File: config.mk
export PLATFORM = sky130hd
export DESIGN_NAME = pwm_voice_gen_flat
export DESIGN_NICKNAME = d
export VERILOG_FILES = /design/src/rtl/pwm_voice_if.sv /design/src/rtl/pwm_voice_gen.sv /design/src/flat_wrapper.sv
export SDC_FILE = /design/constraint.sdc
export NUM_CORES = 1
export LEC_CHECK = 0
export BUFFER_PORTS_ARGS = -buffer_cell sky130_fd_sc_hd__clkbuf_2
export CORE_UTILIZATION = 60
export DETAILED_ROUTE_END_ITERATION = 10
export PLACE_DENSITY = 0.8
export SLEW_MARGIN = 25
export SYNTH_ARGS = -nofsm -noshare
export SYNTH_HDL_FRONTEND = slang
export SYNTH_SLANG_ARGS = --single-unit
File: constraint.sdc
create_clock -name clk -period 5.95 [get_ports clk]
set_clock_uncertainty 0.1 [all_clocks]
set_input_delay 0.2975 -clock clk [delete_from_list [all_inputs] [get_ports clk]]
set_output_delay 0.2975 -clock clk [all_outputs]
set_load 0.02 [all_outputs]
File: src/rtl/pwm_voice_if.sv
// Register-file to tone-generator bundle: eight voice control words in, waveform/mix/DAC bits out.
interface pwm_voice_if;
  logic [15:0] pwm_reg0;
  logic [15:0] pwm_reg1;
  logic [15:0] pwm_reg2;
  logic [15:0] pwm_reg3;
  logic [15:0] pwm_reg4;
  logic [15:0] pwm_reg5;
  logic [15:0] pwm_reg6;
  logic [15:0] pwm_reg7;
  logic [7:0]  voice;
  logic [3:0]  level;
  logic        audio_pwm;

  modport master (
    output pwm_reg0, pwm_reg1, pwm_reg2, pwm_reg3,
    output pwm_reg4, pwm_reg5, pwm_reg6, pwm_reg7,
    input  voice, level, audio_pwm
  );

  modport slave (
    input  pwm_reg0, pwm_reg1, pwm_reg2, pwm_reg3,
    input  pwm_reg4, pwm_reg5, pwm_reg6, pwm_reg7,
    output voice, level, audio_pwm
  );
endinterface

File: src/rtl/pwm_voice_gen.sv
// Eight-voice square-wave tone generator, popcount mixer and 1-bit PWM DAC.
module pwm_voice_gen #(
  parameter int unsigned PRESCALE = 50
) (
  input logic        clk,
  input logic        rst,
  pwm_voice_if.slave bus
);

  logic [15:0] regs [8];
  logic [15:0] pre_cnt_q;
  logic        tick;
  logic [14:0] hp_q  [8];
  logic [14:0] cnt_q [8];
  logic [7:0]  voice_q;
  logic [3:0]  level_d, level_q;
  logic [2:0]  dac_cnt_q;
  logic        audio_pwm_q;

  assign regs[0] = bus.pwm_reg0;
  assign regs[1] = bus.pwm_reg1;
  assign regs[2] = bus.pwm_reg2;
  assign regs[3] = bus.pwm_reg3;
  assign regs[4] = bus.pwm_reg4;
  assign regs[5] = bus.pwm_reg5;
  assign regs[6] = bus.pwm_reg6;
  assign regs[7] = bus.pwm_reg7;

  assign tick = (pre_cnt_q == 16'(PRESCALE - 1));

  always_ff @(posedge clk or negedge rst) begin
    if (!rst) begin
      pre_cnt_q <= '0;
    end else begin
      pre_cnt_q <= tick ? '0 : pre_cnt_q + 16'd1;
    end
  end

  // New half-periods are only sampled when idle or at a toggle, so a half-cycle never glitches.
  always_ff @(posedge clk or negedge rst) begin
    if (!rst) begin
      voice_q <= '0;
      for (int n = 0; n < 8; n++) begin
        hp_q[n]  <= '0;
        cnt_q[n] <= '0;
      end
    end else if (tick) begin
      for (int n = 0; n < 8; n++) begin
        if (!regs[n][15] || (hp_q[n] == '0)) begin
          voice_q[n] <= 1'b0;
          cnt_q[n]   <= '0;
          hp_q[n]    <= regs[n][14:0];
        end else if (cnt_q[n] >= hp_q[n] - 15'd1) begin
          voice_q[n] <= ~voice_q[n];
          cnt_q[n]   <= '0;
          hp_q[n]    <= regs[n][14:0];
        end else begin
          cnt_q[n]   <= cnt_q[n] + 15'd1;
        end
      end
    end
  end

  always_comb begin
    level_d = '0;
    for (int i = 0; i < 8; i++) begin
      level_d = level_d + 4'(voice_q[i]);
    end
  end

  always_ff @(posedge clk or negedge rst) begin
    if (!rst) begin
      level_q     <= '0;
      dac_cnt_q   <= '0;
      audio_pwm_q <= 1'b0;
    end else begin
      level_q     <= level_d;
      dac_cnt_q   <= dac_cnt_q + 3'd1;
      audio_pwm_q <= ({1'b0, dac_cnt_q} < level_q);
    end
  end

  assign bus.voice     = voice_q;
  assign bus.level     = level_q;
  assign bus.audio_pwm = audio_pwm_q;

endmodule

File: src/flat_wrapper.sv
// flat-port wrapper written by rule: the top's interface ports become plain ports
module pwm_voice_gen_flat 
#(
  parameter int unsigned PRESCALE = 50
)
  (clk, rst, bus_pwm_reg0, bus_pwm_reg1, bus_pwm_reg2, bus_pwm_reg3, bus_pwm_reg4, bus_pwm_reg5, bus_pwm_reg6, bus_pwm_reg7, bus_voice, bus_level, bus_audio_pwm);
  pwm_voice_if bus_i ();
  input logic clk;
  input logic rst;
  input wire logic [$bits(bus_i.pwm_reg0)-1:0] bus_pwm_reg0;
  input wire logic [$bits(bus_i.pwm_reg1)-1:0] bus_pwm_reg1;
  input wire logic [$bits(bus_i.pwm_reg2)-1:0] bus_pwm_reg2;
  input wire logic [$bits(bus_i.pwm_reg3)-1:0] bus_pwm_reg3;
  input wire logic [$bits(bus_i.pwm_reg4)-1:0] bus_pwm_reg4;
  input wire logic [$bits(bus_i.pwm_reg5)-1:0] bus_pwm_reg5;
  input wire logic [$bits(bus_i.pwm_reg6)-1:0] bus_pwm_reg6;
  input wire logic [$bits(bus_i.pwm_reg7)-1:0] bus_pwm_reg7;
  output wire logic [$bits(bus_i.voice)-1:0] bus_voice;
  output wire logic [$bits(bus_i.level)-1:0] bus_level;
  output wire logic [$bits(bus_i.audio_pwm)-1:0] bus_audio_pwm;
  assign bus_i.pwm_reg0 = bus_pwm_reg0;
  assign bus_i.pwm_reg1 = bus_pwm_reg1;
  assign bus_i.pwm_reg2 = bus_pwm_reg2;
  assign bus_i.pwm_reg3 = bus_pwm_reg3;
  assign bus_i.pwm_reg4 = bus_pwm_reg4;
  assign bus_i.pwm_reg5 = bus_pwm_reg5;
  assign bus_i.pwm_reg6 = bus_pwm_reg6;
  assign bus_i.pwm_reg7 = bus_pwm_reg7;
  assign bus_voice = bus_i.voice;
  assign bus_level = bus_i.level;
  assign bus_audio_pwm = bus_i.audio_pwm;
  pwm_voice_gen #(.PRESCALE(PRESCALE)) u_core (.clk(clk), .rst(rst), .bus(bus_i));
endmodule
==> flow_summary.json, run 1 <==
{
  "num_io_pins": 143,
  "ys_seq_area_share_pct": 41.4,
  "drv_cap": 0,
  "yosysTopAreaCell": "dfrtp_1",
  "fmax_mhz": 214,
  "arrival_ns": 5.01,
  "die-width_um": 168,
  "synthesis.area_mm2": 0.0165,
  "cts.clk_slew.worst_paths_ns": 0.06,
  "power.total_mw": 4.26,
  "drive_above_1_share_pct": 18.0,
  "place_congestion": 0.811,
  "p_switching_uw": 987,
  "p_leak_nw": 9.15,
  "clock_sinks": 272,
  "path_class": "reg -> reg",
  "holdCritStartpoint": "bus_pwm_reg0[15]",
  "ys_ff_latch": 272,
  "root_buffer": "clkbuf_16",
  "outcome": "complete, no violations",
  "pwr-share-comb_pct": 9.8,
  "initial_core_util_pct": 61.0,
  "wirelength_mm": 37.1,
  "dieArea_mm2": 0.0281,
  "die_h_um": 168,
  "std_cell_rows": 60,
  "grt_setup_unrepaired": "no",
  "p_sw_share_pct": 23.2,
  "internal-power_mw": 3.27,
  "synth.net_count": 1902,
  "clk_path_buf_depth": 3,
  "yosysWarnings": 0,
  "first_global_vias": 13400,
  "post-route-drc-count": 0,
  "synth_cell_types": 63,
  "crit_required_ns": 6.29,
  "setup-violations-final": 0,
  "tightest_slew_ns": 1.01,
  "r2r-end": "u_core.hp_q[31]",
  "cts_buffers": 30,
  "min_path_type": "in -> reg",
  "htree_num_levels": 1,
  "grt_max_degree": 142,
  "synth_async_sr_flop_share_pct": 100,
  "drtIter0Drc": 738,
  "cts_tree": "built",
  "grt_overflow": 0,
  "synth_most_common_cell": "dfrtp_1",
  "cts_resized": 0,
  "synthTopCellsByArea": "dfrtp_1, ha_1, mux2_2",
  "final_cells": 2263,
  "n_fill_cell": 1832,
  "post-route-min-period_ns": 4.67,
  "drtAntennaViolNets": 0,
  "worstPathMaxFanout": 22,
  "worst-r2r-cell-count": 15,
  "seq_power_share_pct": 45.5,
  "maxSlewHeadroom_pct": 32.6,
  "whs_ns": 0.0863,
  "syn_inst": 1624,
  "port_buffers": 142,
  "num_vias": 13100,
  "utilization_pct": 73.7,
  "antenna_found_initial": 1,
  "finalHoldViolCount": 0,
  "ir_drop_uv": 216,
  "area_delta_synth_final_pct": 20.7,
  "min_period_over_period_pct": 78.5,
  "power_density_mw_per_mm2": 214,
  "r2r-start": "u_core.hp_q[30]",
  "ys.flop_type": "dfrtp_1",
  "reg2reg_slack_ns": 1.28,
  "synth-edff-count": 0,
  "hpwl_mm": 23.9,
  "grt_pass1_wl_mm": 63.3,
  "gr-usage-all-layers_pct": 27.1,
  "wl_per_cell_um": 16.4,
  "endpoint": "u_core.hp_q[31]",
  "synthTopCellsByCount": "dfrtp_1, nor2_1, ha_1, nand2_1, mux2_2",
  "postCtsHoldBufs": 121,
  "crit_path_end_kind": "register",
  "start_kind": "register",
  "routed_via_density": 5.78,
  "drv_slew": 0,
  "syn_avg_cell_area_um2": 10.1,
  "worstSetupStartpoint": "u_core.hp_q[30]",
  "place_inst": 2085,
  "netlist.area_leader.share_pct": 41.4,
  "drt_first_pass_iters": 5,
  "worstSkewPairLatency_ns": 0.55,
  "layout.nets": 2177,
  "core_area_mm2": 0.0270,
  "setup_tns_ns": 0,
  "cts_setup_buffers": 0,
  "clock_power_share_pct": 44.6
}
how the worst min path moves through the flow:
stage	end	slack (ns)	depth (start not counted)
after detailed placement	u_core.dac_cnt_q[0]	0.34	1
after CTS	u_core.bus.voice[0]	0.07	4
final	u_core.bus.voice[0]	0.09	4
after floorplan	u_core.bus.audio_pwm	-0.1	0
after global placement	u_core.dac_cnt_q[0]	0.32	1
after global routing	u_core.bus.voice[4]	0.09	4
final cells by class:
type                            instances  area, um2  area share, %
Multi-Input combinational cell       1247       9280           46.7
Clock buffer                           45        888           4.47
Inverter                               71        267           1.34
Sequential cell                       272       6810           34.3
Antenna cell                            1       2.50         0.0126
Timing Repair Buffer                  277       2070           10.4
Clock inverter                          9        123          0.617
Tap cell                              341        427           2.15
cell usage in the layout, fill, tap and decap left out, types with 12 or more instances in the layout:
cell type	netlist	final
a211oi_1	14	14
a21o_1	15	15
a21oi_1	43	41
a31oi_1	12	12
and2_1	16	16
and3_1	33	33
clkbuf_16	0	31
clkbuf_2	0	141
dfrtp_1	272	272
dlygate4sd3_1	0	121
ha_1	144	144
inv_1	71	71
mux2_2	112	112
mux2_4	14	14
nand2_1	115	115
nand2b_1	17	17
nand3_1	76	76
nand4_1	39	39
nor2_1	152	151
nor2b_1	13	13
nor3_1	55	55
nor4_1	28	25
o21ai_0	45	45
xnor2_1	107	107
xor2_1	74	74
state kept, by name, summed over array words and instances (netlist names):
signal,cells
u_core.bus.level,4
u_core.pre_cnt_q,16
u_core.cnt_q,120
u_core.hp_q,120
u_core.bus.voice,8
u_core.bus.audio_pwm,1
u_core.dac_cnt_q,3
cell families (layout without fill, tap and decap cells):
kind of cell             Yosys count  after routing  synth area share, %
AND/OR/NAND/NOR                  601            601                 18.4
flip-flops                       272            272                 41.4
AO/OA/AOI/OAI                    191            191                 7.60
XOR/XNOR                         181            181                 9.63
adder cells (fa/ha/maj)          148            148                 11.4
multiplexers                     126            126                 8.94
buffers and inverters            105            402                 2.57
other                              0              1                    0
metrics by stage:
stage          setup slack [ns]  cell area [um2]
2_1_floorplan              1.75            16500
4_1_cts                    1.31            19800
3_5_place_dp               1.32            17600
3_3_place_gp               1.46            17600
5_1_grt                   0.986            19900
6_report                   1.28            19900
power by group through the flow:
stage          clock [mW]  sequential [mW]  combinational [mW]
3_5_place_dp            0             1.97               0.347
6_report             1.90             1.94               0.419
2_1_floorplan           0             1.96               0.215
4_1_cts              1.93             1.94               0.414
3_3_place_gp            0             1.97               0.331
5_1_grt              2.01             1.94               0.467
worst max-delay path, cell delays in order (launching register included):
cell and delay (ns):
dfrtp_1 0.40, inv_1 0.09, ha_1 0.20, or4b_1 0.51, or4_4 0.46, or4b_4 0.57
nor3_1 0.21, xnor2_1 0.16, ha_1 0.26, nand4_1 0.11, nor2_1 0.06, a211oi_1 0.19
o21ai_1 0.31, o21ai_2 0.21, buf_4 0.34, mux2_2 0.38
per-layer routing:
layer / track usage (%) / vias to the layer above / wire length (um)
met4: 10.4 / 0 / 1310
met2: 48.2 / 288 / 18500
li1: - / 6357 / -
met3: 3.19 / 94 / 1150
met1: 33.6 / 6350 / 16100
met5: 0 / - / 0
Note: power is estimated with default switching activity, not from simulation.
==> inputs of run 2 (changes only) <==
--- a/config.mk
+++ b/config.mk
@@ -6,9 +6,9 @@
 export NUM_CORES = 1
 export LEC_CHECK = 0
 export BUFFER_PORTS_ARGS = -buffer_cell sky130_fd_sc_hd__clkbuf_2
-export CORE_UTILIZATION = 60
+export CORE_UTILIZATION = 55
 export DETAILED_ROUTE_END_ITERATION = 10
-export PLACE_DENSITY = 0.8
+export PLACE_DENSITY = 0.77
 export SLEW_MARGIN = 25
 export SYNTH_ARGS = -nofsm -noshare
 export SYNTH_HDL_FRONTEND = slang
==> constraint.sdc (replaced) <==
create_clock -name clk -period 3.7 [get_ports clk]
set_clock_uncertainty 0.1 [all_clocks]
set_input_delay 0.185 -clock clk [delete_from_list [all_inputs] [get_ports clk]]
set_output_delay 0.185 -clock clk [all_outputs]
set_load 0.02 [all_outputs]
==> run 2 against run 1 <==
Die area grew 9.0%; clock power increased by 59%; the run now ends with setup timing left; clock-buffer cell count unchanged; critical path type unchanged; critical endpoint is now u_core.hp_q[41]; largest cell class unchanged; global-route usage shrank 1.3 points.
==> flow_summary.json, run 2 (synthesized netlist as in run 1, its figures left out) <==
{
  "outcome": "finished with violations",
  "violations": "setup timing",
  "drv_slew": 0,
  "cts.clk_slew.worst_paths_ns": 0.06,
  "grt_pass1_wl_mm": 66.0,
  "start_kind": "register",
  "min_period_over_period_pct": 113,
  "wl_per_cell_um": 16.8,
  "reg2reg_slack_ns": -0.50,
  "crit_path_end_kind": "register",
  "std_cell_rows": 62,
  "dieArea_mm2": 0.0306,
  "path_class": "reg -> reg",
  "slowest_delay_ns": 0.55,
  "port_buffers": 142,
  "htree_num_levels": 1,
  "drv_cap": 0,
  "path_cells": "inv_2 > ha_4 > or4b_4 > or4_4 > or4b_4 > xor2_2 > ha_1 > a211oi_2 > nor2_1 > a211oi_2 > o21ai_2 > o21ai_4 > buf_8 > mux2_4",
  "tightest_slew_ns": 0.867,
  "crit_required_ns": 4.04,
  "grt_setup_unrepaired": "yes",
  "power.total_mw": 6.86,
  "layout.nets": 2239,
  "area_delta_synth_final_pct": 26.1,
  "worstSkewPairLatency_ns": 0.56,
  "diodes": 0,
  "largestRegisters": "u_core.cnt_q: 120 flops, u_core.hp_q: 120 flops, u_core.pre_cnt_q: 16 flops",
  "finalHoldViolCount": 0,
  "n_fill_cell": 2010,
  "layout_commonest_cell": "dfrtp_1",
  "drtIter0Drc": 890,
  "first_global_vias": 13900,
  "wirelength_mm": 39.9,
  "arrival_ns": 4.54,
  "place_congestion": 0.824,
  "min_path_type": "in -> reg",
  "initial_core_util_pct": 56.6,
  "maxSlewHeadroom_pct": 41.9,
  "die_h_um": 175,
  "hpwl_mm": 25.4,
  "root_buffer": "clkbuf_16",
  "power_density_mw_per_mm2": 331,
  "worstPathMaxFanout": 7,
  "drtAntennaViolNets": 0,
  "routed_via_density": 5.68,
  "grt_max_degree": 103,
  "core_area_mm2": 0.0291,
  "gr-usage-all-layers_pct": 25.8,
  "num_vias": 13400,
  "slowest_stage": "or4b_4",
  "clock_sinks": 272,
  "setup-violations-final": 31,
  "p_leak_nw": 9.57,
  "die-width_um": 175,
  "layout_common_cells": "dfrtp_1, nor2_1, ha_1, clkbuf_2, dlygate4sd3_1",
  "grt_overflow": 0,
  "clk_path_buf_depth": 3,
  "drive_above_1_share_pct": 22.5,
  "num_io_pins": 143,
  "setup_tns_ns": -12.42,
  "ir_drop_uv": 353,
  "whs_ns": 0.0491,
  "cts_tree": "built",
  "cts_buffers": 31,
  "antenna_found_initial": 0,
  "drt_first_pass_iters": 5,
  "fmax_mhz": 238,
  "setup_slack_ns": -0.498,
  "post-route-min-period_ns": 4.20,
  "post-route-drc-count": 0
}
[run 2: changes by cell type in the layout (fill, tap and decap cells not counted), moves of 4 or more]
| cell | before | now |
|---|---|---|
| buf_6 | 1 | 6 |
| buf_12 | 1 | 8 |
| a211oi_1 | 14 | 9 |
| a211oi_2 | 0 | 5 |
| buf_4 | 11 | 55 |
| nor3_2 | 1 | 6 |
| nor3_1 | 55 | 47 |
| nor4_2 | 3 | 8 |
| dlygate4sd3_1 | 121 | 125 |
| nor4_1 | 25 | 19 |
[run 2: metal layers]
| metal | GRT usage, % | share of wire [%] | up-vias |
|---|---|---|---|
| li1 | - | - | 6473 |
| met4 | 8.59 | 3.1 | 0 |
| met3 | 3.29 | 3.5 | 108 |
| met2 | 46.4 | 51 | 327 |
| met1 | 31.9 | 42 | 6539 |
| met5 | 0 | 0 | - |
[run 2: final cells by class]
type / count / area [um2] / area share, %
clock inverters: 9 / 95.1 / 0.458
inverters: 71 / 267 / 1.28
well taps: 384 / 480 / 2.32
multi-input cells: 1247 / 9550 / 46.0
flip-flops and latches: 272 / 6810 / 32.8
repair buffers: 338 / 2650 / 12.8
clock buffers: 45 / 898 / 4.33
[run 2: worst max-delay path: cells and delay by family (launching register included)]
family,cells,cell delay [ns]
compound gates,4,0.80
xor+xnor,1,0.18
fa+ha+maj,2,0.49
buf+inv,2,0.27
flops,1,0.39
mux,1,0.31
simple gates,4,1.52
[run 2: timing repair]
item | 4_1_cts | 5_1_grt
cloned | 1 | 1
setup buffers | 5 | 5
setup endpoints to repair | 74 | 181
pin swaps | 10 | 4
hold buffers | 125 | 0
hold endpoints to repair | 223 | 0
gates resized for setup | 26 | 38
[run 2: final timing paths]
path,end,startpoint,depth (start not counted)
min in group asynchronous,u_core.hp_q[8],rst,2
setup / recovery,u_core.hp_q[41],u_core.hp_q[30],14
hold reg to reg,u_core.dac_cnt_q[0],u_core.dac_cnt_q[0],1
setup reg to reg,u_core.hp_q[41],u_core.hp_q[30],14
hold / removal,u_core.cnt_q[91],bus_pwm_reg1[15],5
max in group asynchronous,u_core.hp_q[28],rst,3
[run 2: report_power, final]
| group | internal (mW) | switching [mW] | leakage, nW |
|---|---|---|---|
| Combinational | 0.399 | 0.332 | 5.70 |
| Sequential | 3.04 | 0.0765 | 3.38 |
| Clock | 1.80 | 1.21 | 0.496 |
[run 2: through the flow]
step / worst slack, ns / util (%) / instance area [um2] / instances
6_report: -0.498 / 71.3 / 20700 / 2366
5_1_grt: -0.594 / 71.3 / 20700 / 2366
4_1_cts: -0.378 / 70.5 / 20500 / 2363
3_5_place_dp: -0.497 / 62.2 / 18100 / 2178
3_3_place_gp: -0.362 / 62.2 / 18100 / 2178
2_1_floorplan: -0.408 / - / 16500 / 1624
==> inputs of run 3 (changes only) <==
--- a/config.mk
+++ b/config.mk
@@ -5,10 +5,11 @@
 export SDC_FILE = /design/constraint.sdc
 export NUM_CORES = 1
 export LEC_CHECK = 0
+export ABC_AREA = 1
 export BUFFER_PORTS_ARGS = -buffer_cell sky130_fd_sc_hd__clkbuf_2
-export CORE_UTILIZATION = 55
+export CORE_UTILIZATION = 56
 export DETAILED_ROUTE_END_ITERATION = 10
-export PLACE_DENSITY = 0.77
+export PLACE_DENSITY = 0.78
 export SLEW_MARGIN = 25
 export SYNTH_ARGS = -nofsm -noshare
 export SYNTH_HDL_FRONTEND = slang
==> run 3 against run 2 <==
The flow now finishes without violations; combinational power fell by 56%; worst hold slack improved by 0.041 ns; first-iteration DRC count rose by 32%; utilization down 3.9 points; sequential power down 4%; synthesized cell count grew 66%; synthesized area is 15% higher; maximum frequency grew 24%; total power fell by 6.2%; setup slack better by 0.81 ns; clock-buffer cell count is 1 lower; register-to-register slack gained 0.81 ns.
==> flow_summary.json, run 3 <==
{
  "clk_path_buf_depth": 3,
  "hpwl_mm": 32.0,
  "synth_async_sr_flop_share_pct": 100,
  "largestRegisters": "u_core.cnt_q: 120 flops, u_core.hp_q: 120 flops, u_core.pre_cnt_q: 16 flops",
  "root_buffer": "clkbuf_16",
  "wl_per_cell_um": 13.5,
  "cp.depth": 16,
  "antenna_found_initial": 0,
  "synthTopCellsByArea": "dfrtp_1, nand2_1, ha_1",
  "slowest_delay_ns": 0.38,
  "worst-r2r-cell-count": 16,
  "p_leak_nw": 14.0,
  "drv_slew": 0,
  "cts_tree": "built",
  "area_delta_synth_final_pct": 18.8,
  "min_period_over_period_pct": 91.7,
  "htree_num_levels": 1,
  "endpoint": "u_core.cnt_q[101]",
  "initial_core_util_pct": 56.8,
  "netlist.area_leader.share_pct": 35.8,
  "std_cell_rows": 67,
  "path_buf_inv": 2,
  "grt_pass1_wl_mm": 77.2,
  "synthesis.area_mm2": 0.0190,
  "setup_slack_ns": 0.309,
  "worstPathMaxFanout": 19,
  "drtIter0Drc": 1177,
  "place_inst": 3258,
  "layout_common_cells": "nand2_1, inv_1, nor2_1, dfrtp_1, nand3_1",
  "setup-violations-final": 0,
  "multi_input_area_mm2": 0.0106,
  "grt_max_degree": 97,
  "cts.clk_slew.worst_paths_ns": 0.06,
  "fmax_mhz": 295,
  "drtAntennaViolNets": 0,
  "arrival_ns": 3.80,
  "ys_ff_latch": 272,
  "worstSetupStartpoint": "u_core.hp_q[90]",
  "finalHoldViolCount": 0,
  "ys_seq_area_share_pct": 35.8,
  "final_cells": 3442,
  "slowest_stage": "dfrtp_1",
  "crit_required_ns": 4.10,
  "yosysWarnings": 0,
  "die-width_um": 186,
  "drt_first_pass_iters": 6,
  "core_area_mm2": 0.0334,
  "first_global_vias": 17100,
  "crit_top_cell": "nor2_1",
  "ir_drop_uv": 341,
  "ys.flop_type": "dfrtp_1",
  "grt_setup_unrepaired": "no",
  "crit_path_end_kind": "register",
  "dp_slack_ns": 0.248,
  "reg2reg_slack_ns": 0.31,
  "maxSlewHeadroom_pct": 43.1,
  "outcome": "complete, no violations",
  "num_io_pins": 143,
  "grt_overflow": 0,
  "r2r-start": "u_core.hp_q[90]",
  "layout_commonest_cell": "nand2_1",
  "drive_above_1_share_pct": 8.35,
  "dieArea_mm2": 0.0347,
  "gr-usage-all-layers_pct": 27.0,
  "synth.net_count": 2974,
  "synth_most_common_cell": "nand2_1",
  "post-route-drc-count": 0,
  "path_delay_family": "simple AND/OR/NAND/NOR gates",
  "num_vias": 17700,
  "layout.nets": 3251,
  "synth_cell_types": 39,
  "cts_buffers": 31,
  "diodes": 0,
  "power_density_mw_per_mm2": 285,
  "seq_area_mm2": 0.00681,
  "port_buffers": 142,
  "drv_cap": 0,
  "synthTopCellsByCount": "nand2_1, inv_1, nor2_1, dfrtp_1, nand3_1",
  "n_fill_cell": 2763,
  "r2r-end": "u_core.cnt_q[101]",
  "clock_sinks": 272,
  "post-route-min-period_ns": 3.39,
  "synth-edff-count": 0,
  "routed_via_density": 5.16,
  "yosysTopAreaCell": "dfrtp_1",
  "syn_avg_cell_area_um2": 7.04,
  "tightest_slew_ns": 0.853,
  "syn_inst": 2696,
  "setup_tns_ns": 0,
  "wirelength_mm": 46.3,
  "worstSkewPairLatency_ns": 0.58,
  "die_h_um": 186,
  "cts_setup_buffers": 0,
  "path_class": "reg -> reg",
  "path_cells": "inv_1 > ha_1 > nand2_1 > nor2_2 > nand2_1 > nor2_1 > a21oi_1 > a21oi_1 > ha_1 > a21o_1 > nor2_1 > and2_1 > nand3_4 > nand2_4 > inv_1 > nor2_1",
  "start_kind": "register",
  "min_path_type": "in -> async",
  "place_congestion": 0.913
}
run 3: metrics by stage:
step / hold WS, ns / power, mW / util, % / instance area [um2]
final: 0.0899 / 6.44 / 67.5 / 22600
after global routing: 0.196 / 6.65 / 67.5 / 22600
after CTS: 0.142 / 6.49 / 67.4 / 22500
after detailed placement: 0.153 / 3.25 / 60.4 / 20200
after global placement: 0.158 / 3.24 / 60.4 / 20200
after floorplan: -0.211 / 3.10 / - / 19000
run 3: area by class of cell:
class / instances / share of cell area (%)
timing repair inverter: 1 / 0.0333
clock inverter: 10 / 0.682
inverter: 364 / 6.07
clock buffer: 44 / 3.88
multi-input combinational: 2009 / 46.9
sequential: 272 / 30.2
tap: 448 / 2.48
timing repair buffer: 294 / 9.79
run 3: how the worst min path moves through the flow:
stage               slack (ns)                   end  from  depth (start not counted)
detailed placement        0.15        u_core.hp_q[8]   rst                          1
finish                    0.09        u_core.hp_q[8]   rst                          2
global route              0.20        u_core.hp_q[8]   rst                          2
global placement          0.16        u_core.hp_q[8]   rst                          1
floorplan                -0.21  u_core.bus.audio_pwm   rst                          0
CTS                       0.14        u_core.hp_q[8]   rst                          2
run 3: report_power, final:
part | total, mW | internal (mW) | switching (mW)
clock | 3.13 | 1.90 | 1.23
combinational | 0.323 | 0.180 | 0.143
sequential | 2.98 | 2.98 | 0
run 3: repair_timing:
action,CTS,global route
setup endpoints to repair,0,17
hold endpoints to repair,241,0
hold buffers,129,0
gates resized for setup,0,6
run 3: kinds of logic (layout without fill, tap and decap cells):
family,Yosys count,count (layout),share of synthesized area (%)
AND/OR/NAND/NOR,1593,1593,35.2
buffers and inverters,415,713,8.55
flip-flops,272,272,35.8
adder cells (fa/ha/maj),148,148,9.91
XOR/XNOR,146,146,6.73
AO/OA/AOI/OAI,122,122,3.82
run 3: routing by layer:
layer  vias to the layer above  part of all wire (%)  global-route usage, %
li1                       9054                     -                      -
met1                      8190                    45                   35.0
met2                       439                    48                   47.7
met3                        61                   4.6                   3.43
met4                         0                   1.8                   6.69
met5                         -                     0                      0
